$ cat config.mk
export PLATFORM = sky130hd
export DESIGN_NAME = m_board_commit
export DESIGN_NICKNAME = d
export VERILOG_FILES = /design/src/rtl/m_board_commit.sv
export SDC_FILE = /design/constraint.sdc
export NUM_CORES = 1
export LEC_CHECK = 0
export ABC_CLOCK_PERIOD_IN_PS = 4100
export BUFFER_PORTS_ARGS = -buffer_cell sky130_fd_sc_hd__buf_4
export CAP_MARGIN = 20
export CORE_ASPECT_RATIO = 1.1
export CORE_MARGIN = 2
export CORE_UTILIZATION = 48
export CTS_CLUSTER_SIZE = 16
export DETAILED_ROUTE_END_ITERATION = 7
export GPL_TIMING_DRIVEN = 0
export PLACE_DENSITY = 0.76
export SKIP_LAST_GASP = 1
export SLEW_MARGIN = 20
export SYNTH_ARGS = -nofsm -noshare
export SYNTH_HDL_FRONTEND = slang
export SYNTH_SLANG_ARGS = --single-unit
$ cat constraint.sdc
create_clock -name w_clk -period 4.1 [get_ports w_clk]
set_input_delay 0.205 -clock w_clk [delete_from_list [all_inputs] [get_ports w_clk]]
set_output_delay 0.205 -clock w_clk [all_outputs]
set_load 0.05 [all_outputs]
$ cat src/rtl/m_board_commit.sv
// +----------------------------------------------------------------------------+
// | m_board_commit: Connect-Four board keeper (drop, win check, draw detect).  |
// | Optional macro WIN_CHECK_EN adds four-in-a-row detection.   Rev 1.0        |
// +----------------------------------------------------------------------------+
`default_nettype none

module m_board_commit #(
  parameter int FIRST_IS_ME            = 1,
  parameter int COL_SIZE               = 3,
  parameter int FIELD_SIZE             = 42,
  parameter int PILED_COUNT_ARRAY_SIZE = 21
) (
  input  logic                              w_clk,
  input  logic                              w_rst,
  input  logic                              i_clear,
  input  logic                              i_move_valid,
  input  logic [COL_SIZE-1:0]               i_move_col,
  output logic                              o_ready,
  output logic                              o_done,
  output logic                              o_illegal,
  output logic [FIELD_SIZE-1:0]             o_me_field,
  output logic [FIELD_SIZE-1:0]             o_op_field,
  output logic [PILED_COUNT_ARRAY_SIZE-1:0] o_piled_array,
  output logic                              o_turn_me,
  output logic                              o_win_me,
  output logic                              o_win_op,
  output logic                              o_draw,
  output logic [5:0]                        o_move_count
);

  localparam int C_COLS = 7;
  localparam int C_ROWS = 6;

  localparam logic [1:0] S_IDLE  = 2'd0;
  localparam logic [1:0] S_PLACE = 2'd1;
  localparam logic [1:0] S_DONE  = 2'd2;
`ifdef WIN_CHECK_EN
  localparam logic [1:0] S_CHECK = 2'd3;
`endif

  logic [1:0]                        r_state;
  logic [1:0]                        w_state_nxt;
  logic [FIELD_SIZE-1:0]             r_me;
  logic [FIELD_SIZE-1:0]             r_op;
  logic [PILED_COUNT_ARRAY_SIZE-1:0] r_piled;
  logic                              r_turn;
  logic [5:0]                        r_count;
  logic                              r_draw;
  logic [COL_SIZE-1:0]               r_col;
  logic                              r_mover_me;
  logic                              r_illegal;

  logic                              w_accept;
  logic                              w_game_over;
  logic [2:0]                        w_height;
  logic                              w_illegal;
  logic [5:0]                        w_cell_idx;
  logic [FIELD_SIZE-1:0]             w_mask;

`ifdef WIN_CHECK_EN
  logic                              r_win_me;
  logic                              r_win_op;
  logic                              r_win_pend;
  logic [1:0]                        r_dir;
  logic [2:0]                        r_row;
  logic [FIELD_SIZE-1:0]             w_mover_field;
  int                                w_dr;
  int                                w_dc;
  int                                w_run;
  logic                              w_go_p;
  logic                              w_go_n;
  logic                              w_hit;

  // Off-board cells read as empty so runs stop at the edges.
  function automatic logic f_cell(input logic [FIELD_SIZE-1:0] f, input int r, input int c);
    logic v;
    v = 1'b0;
    if (r >= 0 && r < C_ROWS && c >= 0 && c < C_COLS)
      v = f[6'(r * C_COLS + c)];
    return v;
  endfunction

  assign w_mover_field = r_mover_me ? r_me : r_op;

  always_comb begin
    w_dr = 0;
    w_dc = 1;
    case (r_dir)
      2'd0:    begin w_dr = 0; w_dc = 1;  end
      2'd1:    begin w_dr = 1; w_dc = 0;  end
      2'd2:    begin w_dr = 1; w_dc = 1;  end
      default: begin w_dr = 1; w_dc = -1; end
    endcase
    w_run  = 0;
    w_go_p = 1'b1;
    w_go_n = 1'b1;
    for (int k = 1; k <= 3; k++) begin
      if (w_go_p && f_cell(w_mover_field, int'(r_row) + k * w_dr, int'(r_col) + k * w_dc))
        w_run = w_run + 1;
      else
        w_go_p = 1'b0;
      if (w_go_n && f_cell(w_mover_field, int'(r_row) - k * w_dr, int'(r_col) - k * w_dc))
        w_run = w_run + 1;
      else
        w_go_n = 1'b0;
    end
    w_hit = (w_run >= 3);
  end

  assign o_win_me = r_win_me;
  assign o_win_op = r_win_op;
`else
  assign o_win_me = 1'b0;
  assign o_win_op = 1'b0;
`endif

  assign w_game_over = o_win_me | o_win_op | r_draw;
  assign w_accept    = i_move_valid & o_ready;

  always_comb begin
    w_height = 3'd0;
    for (int c = 0; c < C_COLS; c++)
      if (r_col == COL_SIZE'(c)) w_height = r_piled[c*3 +: 3];
  end

  assign w_illegal  = (r_col >= COL_SIZE'(C_COLS)) || (w_height == 3'd6);
  assign w_cell_idx = {3'b000, w_height} * 6'd7 + 6'(r_col);
  assign w_mask     = {{(FIELD_SIZE-1){1'b0}}, 1'b1} << w_cell_idx;

  // State register
  always_ff @(posedge w_clk) begin
    if (w_rst || i_clear) r_state <= S_IDLE;
    else                  r_state <= w_state_nxt;
  end

  // Next-state logic
  always_comb begin
    w_state_nxt = r_state;
    case (r_state)
      S_IDLE:  if (w_accept) w_state_nxt = S_PLACE;
`ifdef WIN_CHECK_EN
      S_PLACE: w_state_nxt = w_illegal ? S_DONE : S_CHECK;
      S_CHECK: if (r_dir == 2'd3) w_state_nxt = S_DONE;
`else
      S_PLACE: w_state_nxt = S_DONE;
`endif
      S_DONE:  w_state_nxt = S_IDLE;
      default: w_state_nxt = S_IDLE;
    endcase
  end

  // Output logic
  always_comb begin
    o_ready   = 1'b0;
    o_done    = 1'b0;
    o_illegal = 1'b0;
    case (r_state)
      S_IDLE:  o_ready = !w_game_over;
      S_DONE:  begin o_done = 1'b1; o_illegal = r_illegal; end
      default: ;
    endcase
  end

  always_ff @(posedge w_clk) begin
    if (w_rst || i_clear) begin
      r_me       <= '0;
      r_op       <= '0;
      r_piled    <= '0;
      r_turn     <= (FIRST_IS_ME != 0);
      r_count    <= 6'd0;
      r_draw     <= 1'b0;
      r_col      <= '0;
      r_mover_me <= 1'b0;
      r_illegal  <= 1'b0;
`ifdef WIN_CHECK_EN
      r_win_me   <= 1'b0;
      r_win_op   <= 1'b0;
      r_win_pend <= 1'b0;
      r_dir      <= 2'd0;
      r_row      <= 3'd0;
`endif
    end else begin
      case (r_state)
        S_IDLE: begin
          if (w_accept) begin
            r_col      <= i_move_col;
            r_mover_me <= r_turn;
`ifdef WIN_CHECK_EN
            r_win_pend <= 1'b0;
`endif
          end
        end
        S_PLACE: begin
          r_illegal <= w_illegal;
          if (!w_illegal) begin
            if (r_mover_me) r_me <= r_me | w_mask;
            else            r_op <= r_op | w_mask;
            for (int c = 0; c < C_COLS; c++)
              if (r_col == COL_SIZE'(c)) r_piled[c*3 +: 3] <= w_height + 3'd1;
            r_count <= r_count + 6'd1;
            r_turn  <= ~r_turn;
`ifdef WIN_CHECK_EN
            r_row   <= w_height;
            r_dir   <= 2'd0;
`endif
          end
        end
`ifdef WIN_CHECK_EN
        S_CHECK: begin
          r_dir <= r_dir + 2'd1;
          // Flags commit on the last direction so they appear together with o_done.
          if (r_dir == 2'd3) begin
            if (r_win_pend || w_hit) begin
              if (r_mover_me) r_win_me <= 1'b1;
              else            r_win_op <= 1'b1;
            end
          end else if (w_hit) begin
            r_win_pend <= 1'b1;
          end
        end
        S_DONE: begin
          if (r_count == 6'd42 && !r_win_me && !r_win_op) r_draw <= 1'b1;
        end
`else
        S_DONE: begin
          if (r_count == 6'd42) r_draw <= 1'b1;
        end
`endif
        default: ;
      endcase
    end
  end

  assign o_me_field    = r_me;
  assign o_op_field    = r_op;
  assign o_piled_array = r_piled;
  assign o_turn_me     = r_turn;
  assign o_draw        = r_draw;
  assign o_move_count  = r_count;

endmodule

`default_nettype wire

Word level (Yosys, flattened, before mapping)
Index checks and enable logic that the tools add are counted.
{ "word_totals": {"regBits": 120, "wordCells": 68} }
{ "op_classes": {"add_sub_neg": 3, "mul": 1, "n_lt_le_gt_ge": 1, "n_eq_ne": 11, "shift": 1, "mux": 12, "n_bitwise": 6, "n_reduce_logical": 17} }
{ "ops": {"columns": ["operator", "count"], "rows": [
  ["$or A42 B42 Y42", 2],
  ["$shl A1 B6 Y42 const A", 1],
  ["$reduce_and A3 Y1", 9],
  ["$mux W3", 7],
  ["$eq A3 B3 Y1 const B", 4],
  ["$add A6 B1 Y6 const B", 1],
  ["$add A6 B3 Y6", 1],
  ["$eq A3 B2 Y1 const B", 2],
  ["$eq A6 B6 Y1 const B", 1],
  ["$mul A3 B3 Y6 const B", 1],
  ["$reduce_and A2 Y1", 3],
  ["$pmux W2 S2", 1],
  ["$add A3 B1 Y3 const B", 1],
  ["$eq A3 B1 Y1 const B", 1],
  ["$ge A3 B3 Y1 const B", 1],
  ["$logic_not A3 Y1", 1],
  ["$mux W1", 3],
  ["$not A1 Y1", 3],
  ["$eq A2 B1 Y1 const B", 1],
  ["$eq A2 B2 Y1 const B", 1],
  ["$logic_not A2 Y1", 1],
  ["$logic_or A1 B1 Y1", 2],
  ["$mux W2", 1],
  ["$ne A2 B2 Y1 const B", 1],
  ["other kinds (2)", 2]
]} }

Depth between registers and ports, before layout
{ "depth": {"depth_word": 12, "mapped_depth": 18} }

Worst setup path before layout
OpenSTA, ideal clock, no wires.
{ "synth_timing": {"path_type": "reg-to-reg", "startpoint": "register r_piled[8], in the netlist o_piled_array[8]", "endpoint": "register r_me[24], in the netlist o_me_field[24]", "arrival_ns": 4.292, "setup_slack_ns": -0.266, "stages_incl_launch_ff": 14, "n_path_buf": 1, "path_cell_list": "dfxtp_1 -> mux2i_1 -> or2_2 -> a31oi_1 -> fa_1 -> fa_1 -> inv_1 -> fa_1 -> a211o_1 -> a21o_1 -> a211oi_1 -> nand3_1 -> clkbuf_1 -> o21ai_0"} }
{ "synth_via": {"elab_chain_cells": 9, "elab_cells_between_ends": 13, "cone_classes": "add/sub (1); mul (1); eq/ne (1); shift (1); mux (5); bitwise (2); reduce/logical (2)"} }
{ "synth_lines": {"columns": ["element", "line", "source"], "rows": [
  ["start, declared", "45", "logic [PILED_COUNT_ARRAY_SIZE-1:0] r_piled;"],
  ["start signal, assigned by index", "199", "if (r_col == COL_SIZE'(c)) r_piled[c*3 +: 3] <= w_height + 3'd1;"],
  ["$mux W3 (*) (5 in a row)", "123", "if (r_col == COL_SIZE'(c)) w_height = r_piled[c*3 +: 3];"],
  ["$mul A3 B3 Y6 / $eq A3 B3 Y1 (equally long branches)", "127, 126", null],
  ["$add A6 B3 Y6 / $logic_or A1 B1 Y1 (equally long branches)", "127, 126", null],
  ["$shl A1 B6 Y42 / $not A1 Y1 (equally long branches)", null, null],
  ["$or A42 B42 Y42 / $reduce_and A3 Y1 (equally long branches)", null, null],
  ["end signal, assigned", "196", "if (r_mover_me) r_me <= r_me | w_mask;"],
  ["end, declared", "43", "logic [FIELD_SIZE-1:0] r_me;"]
]} }
Every way passes the cells marked *; elsewhere a longest branch is shown, timed or not.
A chain may end at the register's enable or synchronous reset.

Worst setup path in the final report
{ "layout_timing": {"startpoint": "register r_col[1]", "endpoint": "register r_me[25], in the netlist o_me_field[25]"} }
{ "layout_via": {"elab_chain_cells": 12, "elab_cells_between_ends": 23, "cone_classes": "add/sub (1); mul (1); order compare (1); eq/ne (7); shift (1); mux (7); bitwise (2); reduce/logical (3)"} }
{ "layout_lines": {"columns": ["element", "line", "source"], "rows": [
  ["start, declared", "49", "logic [COL_SIZE-1:0] r_col;"],
  ["start signal, assigned", "186", "r_col <= i_move_col;"],
  ["$logic_not A3 Y1", "123", null],
  ["$mux W3 (7 in a row)", "123", null],
  ["$mul A3 B3 Y6 / $eq A3 B3 Y1 (equally long branches)", "127, 126", null],
  ["$add A6 B3 Y6 / $logic_or A1 B1 Y1 (equally long branches)", "127, 126", null],
  ["$shl A1 B6 Y42 / $not A1 Y1 (equally long branches)", null, null],
  ["$or A42 B42 Y42 / $reduce_and A3 Y1 (equally long branches)", null, null]
]} }
Parallel ways exist; a longest one is shown, timed or not.

==> flow_results.org <==
** Drt
- Post-DRT Antenna Nets :: 0
- Before antenna repair, the detailed router went through 5 iterations.
- Wires add up to 15800 µm.
- Detailed-route via count :: 5021
- Using the TritonRoute via totals, the vias-per-cell ratio works out to 5.76.
- Number of DRC violations after detailed-routing iteration 0 :: 335
- Average wire per cell in the routed design :: 18.1 µm
- Post-route DRC violation count :: 0

** STA
- The hold violation total from the final report is 0.
- Maximum operating frequency :: 239 MHz
- Final period demand of the worst path :: 4.19 ns
- At the pin with the least slew margin, the transition time is 0.802 ns.
- Period utilization :: 102%
- Total setup violations reported at the end of the flow :: 35
- For the final database, setup skew stands at 0.0110 ns.
- Worst slew margin relative to its limit :: 45.9%
- Slew Viols, Final :: 0
- Across all setup checks in the final design, the least slack found is -0.0914 ns.
- Setup repair after global routing could not meet its margin everywhere.

** Global route
- The via count of the first global-routing pass came to 4804.
- First-pass GRT wire length :: 23600 µm
- Summed over all layers, the global routing overflow is 0.
- Across every metal layer, demand over resource in global routing totals 27.2%.
- Entering global routing, the biggest net connects 17 pins.
- The number of antenna violations at the first check in global routing came to 0.

** Die
- I/O pin count :: 125
- Rows :: 38
- The die covers 11100 µm².
- Core Box Area :: 9940 µm²
- Chip Height :: 110 µm
- For this configuration, the core starts out at a cell density of 49.5%.
- The floorplan step set the die width to 101 µm.

** CTS
- Root buffer selected by CTS :: sky130_fd_sc_hd__clkbuf_8
- H-Tree Depth :: 4
- The later pin in the worst-skew pair is clocked with a latency of 0.52 ns.
- For this design, the sink count on the clock tree is 120.
- Clock tree synthesis inserted a total of 17 buffers.
- No sink is reached through more buffers than the 2 on the longest clock path.
- Clock slew seen by the registers of the worst setup and hold paths :: 0.06 ns
- TritonCTS built the clock tree.

** Synth
- The largest total area in the synthesized netlist belongs to sky130_fd_sc_hd__dfxtp_1.
- Yosys warning total :: 0
- Synthesized instance count :: 567
- Area share of the leading cell type in the synthesized netlist :: 48.8%
- After synthesis, the cell types taking the most area are sky130_fd_sc_hd__dfxtp_1 49%, sky130_fd_sc_hd__nand2_1 10%, sky130_fd_sc_hd__o21ai_0 6.3%.
- Post-synth EDFFs :: 0
- In the synthesized netlist the dominant register cell turns out to be sky130_fd_sc_hd__dfxtp_1.
- The share of the Yosys chip area taken by registers is 48.8%.
- Post-synth cell types :: 52
- Number of flip-flops and latches in the synthesized netlist :: 120
- Area of the mapped netlist :: 4920 µm²
- Fraction of registers with async set or reset after synthesis :: 0%
- Average instance area after synthesis :: 8.68 µm²

** Power
- Summed over all cells, the static leakage comes to 3.10 nW.
- Across the VDD grid, the largest voltage drop is 0.272 mV.
- Power density over the cells :: 399 nW/µm²

** Layout
- Layout overhead on the synthesized area :: 47.8%
- After the last flow step, the layout net total stands at 763.
- The library cells used most frequently in the layout, excluding fill and tap cells, are 150 x sky130_fd_sc_hd__buf_4, 131 x sky130_fd_sc_hd__nand2_1, 114 x sky130_fd_sc_hd__dfxtp_1.
- Number of antenna cells inserted :: 0
- Leading cell type in the layout, fill and taps excluded :: sky130_fd_sc_hd__buf_4
- Fraction of the core area covered by cells at the end of the flow :: 73.2%
- The filler cells instantiated in the layout total 673.
- The count of cells in the finished layout, fillers not included, comes to 872.
- The post-route netlist has 35.9% of its cells at a drive strength greater than 1.

** Critical path
- Kind of end point of the critical path :: flop
- Crit-path max FO :: 7
- Data arrives at the worst endpoint at 4.63 ns.
- The worst setup path is of the flop to flop kind.
- Data required time at the worst endpoint :: 4.54 ns
- The worst setup path is launched from a flop.

** Placed design
- In this run the tool buffered the top-level ports with 122 buffer cells.
- Routability congestion estimate :: 0.841
- The HPWL after detailed placement is 10100 µm.
- Placed cell count :: 810

** Hold path
- Kind of path behind the tightest hold check :: input pin to flop

** Run status
- The final reports fail on negative setup slack.
- The run finished, with violations left.

** Flow run
- Number of max-capacitance violations reported :: 0
==> final cells by class <==
cell class / count / area [µm²] / area share (%)
Buffer: 35 / 260 / 3.58
Clock buffer: 17 / 414 / 5.70
Clock inverter: 15 / 214 / 2.94
Inverter: 11 / 41.3 / 0.568
Multi-Input combinational cell: 400 / 2580 / 35.5
Sequential cell: 120 / 2410 / 33.2
Tap cell: 120 / 150 / 2.07
Timing Repair Buffer: 154 / 1200 / 16.5
==> worst paths after layout <==
check                           slack, ns  cells past startpoint                        start                           to
worst min-delay path                 0.27                      5                      i_clear  o_me_field[38]$_SDFFE_PP0P_
worst min register to register       0.45                      2  o_op_field[26]$_SDFFE_PP0P_  o_op_field[26]$_SDFFE_PP0P_
worst max-delay path                -0.09                     16        r_col[1]$_SDFFE_PP0P_  o_me_field[25]$_SDFFE_PP0P_
worst max register to register      -0.09                     16        r_col[1]$_SDFFE_PP0P_  o_me_field[25]$_SDFFE_PP0P_
==> per-layer routing <==
layer	share of wire, %	global-route usage, %	vias up
met5	0	0	-
met4	2.2	11.7	0
met3	6.9	5.17	37
met2	52	47.7	259
met1	39	32.6	2404
li1	-	-	2321
==> flip-flops by register name (all words and copies together) (netlist names) <==
signal / flops
o_me_field: 42
o_op_field: 42
o_piled_array: 21
o_move_count: 6
r_col: 3
r_state: 2
o_draw: 1
o_turn_me: 1
r_illegal: 1
r_mover_me: 1
==> logic make-up (layout without fill, tap and decap cells) <==
| logic type | Yosys count | count (layout) | share of synthesized area, % |
|---|---|---|---|
| AND/OR/NAND/NOR | 221 | 221 | 20.0 |
| adder cells (fa/ha/maj) | 17 | 17 | 4.93 |
| other | 1 | 2 | 0.0762 |
| buffers and inverters | 48 | 232 | 4.25 |
| multiplexers | 22 | 22 | 4.63 |
| AO/OA/AOI/OAI | 136 | 136 | 16.9 |
| flip-flops | 120 | 120 | 48.8 |
| XOR/XNOR | 2 | 2 | 0.356 |
==> through the flow <==
stage / setup slack, ns / hold WS [ns] / TNS [ns] / power (mW) / instance area, µm²
6_report: -0.0914 / 0.267 / -1.22 / 2.90 / 7270
5_1_grt: -0.237 / 0.307 / -9.68 / 2.97 / 7270
4_1_cts: -0.181 / 0.257 / -7.81 / 2.89 / 7060
3_5_place_dp: -0.587 / 0.443 / -40.06 / 1.31 / 6010
3_3_place_gp: -0.459 / 0.439 / -31.49 / 1.31 / 6010
2_1_floorplan: 0.000563 / 0.344 / 0 / 1.28 / 4950
==> worst max-delay path, stage by stage (launching register included) <==
cell and delay, ns:
sky130_fd_sc_hd__dfxtp_4 0.38, sky130_fd_sc_hd__clkbuf_16 0.13, sky130_fd_sc_hd__mux2i_1 0.17, sky130_fd_sc_hd__nor2_1 0.05, sky130_fd_sc_hd__a31oi_1 0.15, sky130_fd_sc_hd__nor2_1 0.09
sky130_fd_sc_hd__o32a_1 0.35, sky130_fd_sc_hd__fa_1 0.47, sky130_fd_sc_hd__fa_1 0.50, sky130_fd_sc_hd__inv_2 0.05, sky130_fd_sc_hd__fa_2 0.35, sky130_fd_sc_hd__a211o_1 0.29
sky130_fd_sc_hd__a21o_1 0.21, sky130_fd_sc_hd__a211oi_2 0.27, sky130_fd_sc_hd__nand3_4 0.24, sky130_fd_sc_hd__buf_8 0.24, sky130_fd_sc_hd__o21ai_1 0.15
==> report_power, final <==
group	switching [mW]	internal, mW
Clock	0.587	1.00
Combinational	0.0920	0.0476
Sequential	0.00494	1.17
Total	0.684	2.22
==> timing repair <==
action,CTS,global route
pin swaps,17,14
buffers inserted,18,5
hold buffers,6,0
setup endpoints to repair,84,84
resized for setup,79,61
cloned,3,0
hold endpoints to repair,5,0
==> cell usage after synthesis (all sizes together) (3+ instances only) <==
cell type	n
nor2b	4
nand2b	4
inv	11
buf	7
a31oi	4
o21ai	85
mux2i	19
nor2	26
or2	3
a211oi	3
and2	4
nand2	131
mux2	3
a32o	17
o21a	3
and3	8
dfxtp	120
or3	6
a21oi	11
ha	13
nor3	6
clkbuf	30
nand3	17
fa	4
Power figures use the tool's default switching activity.
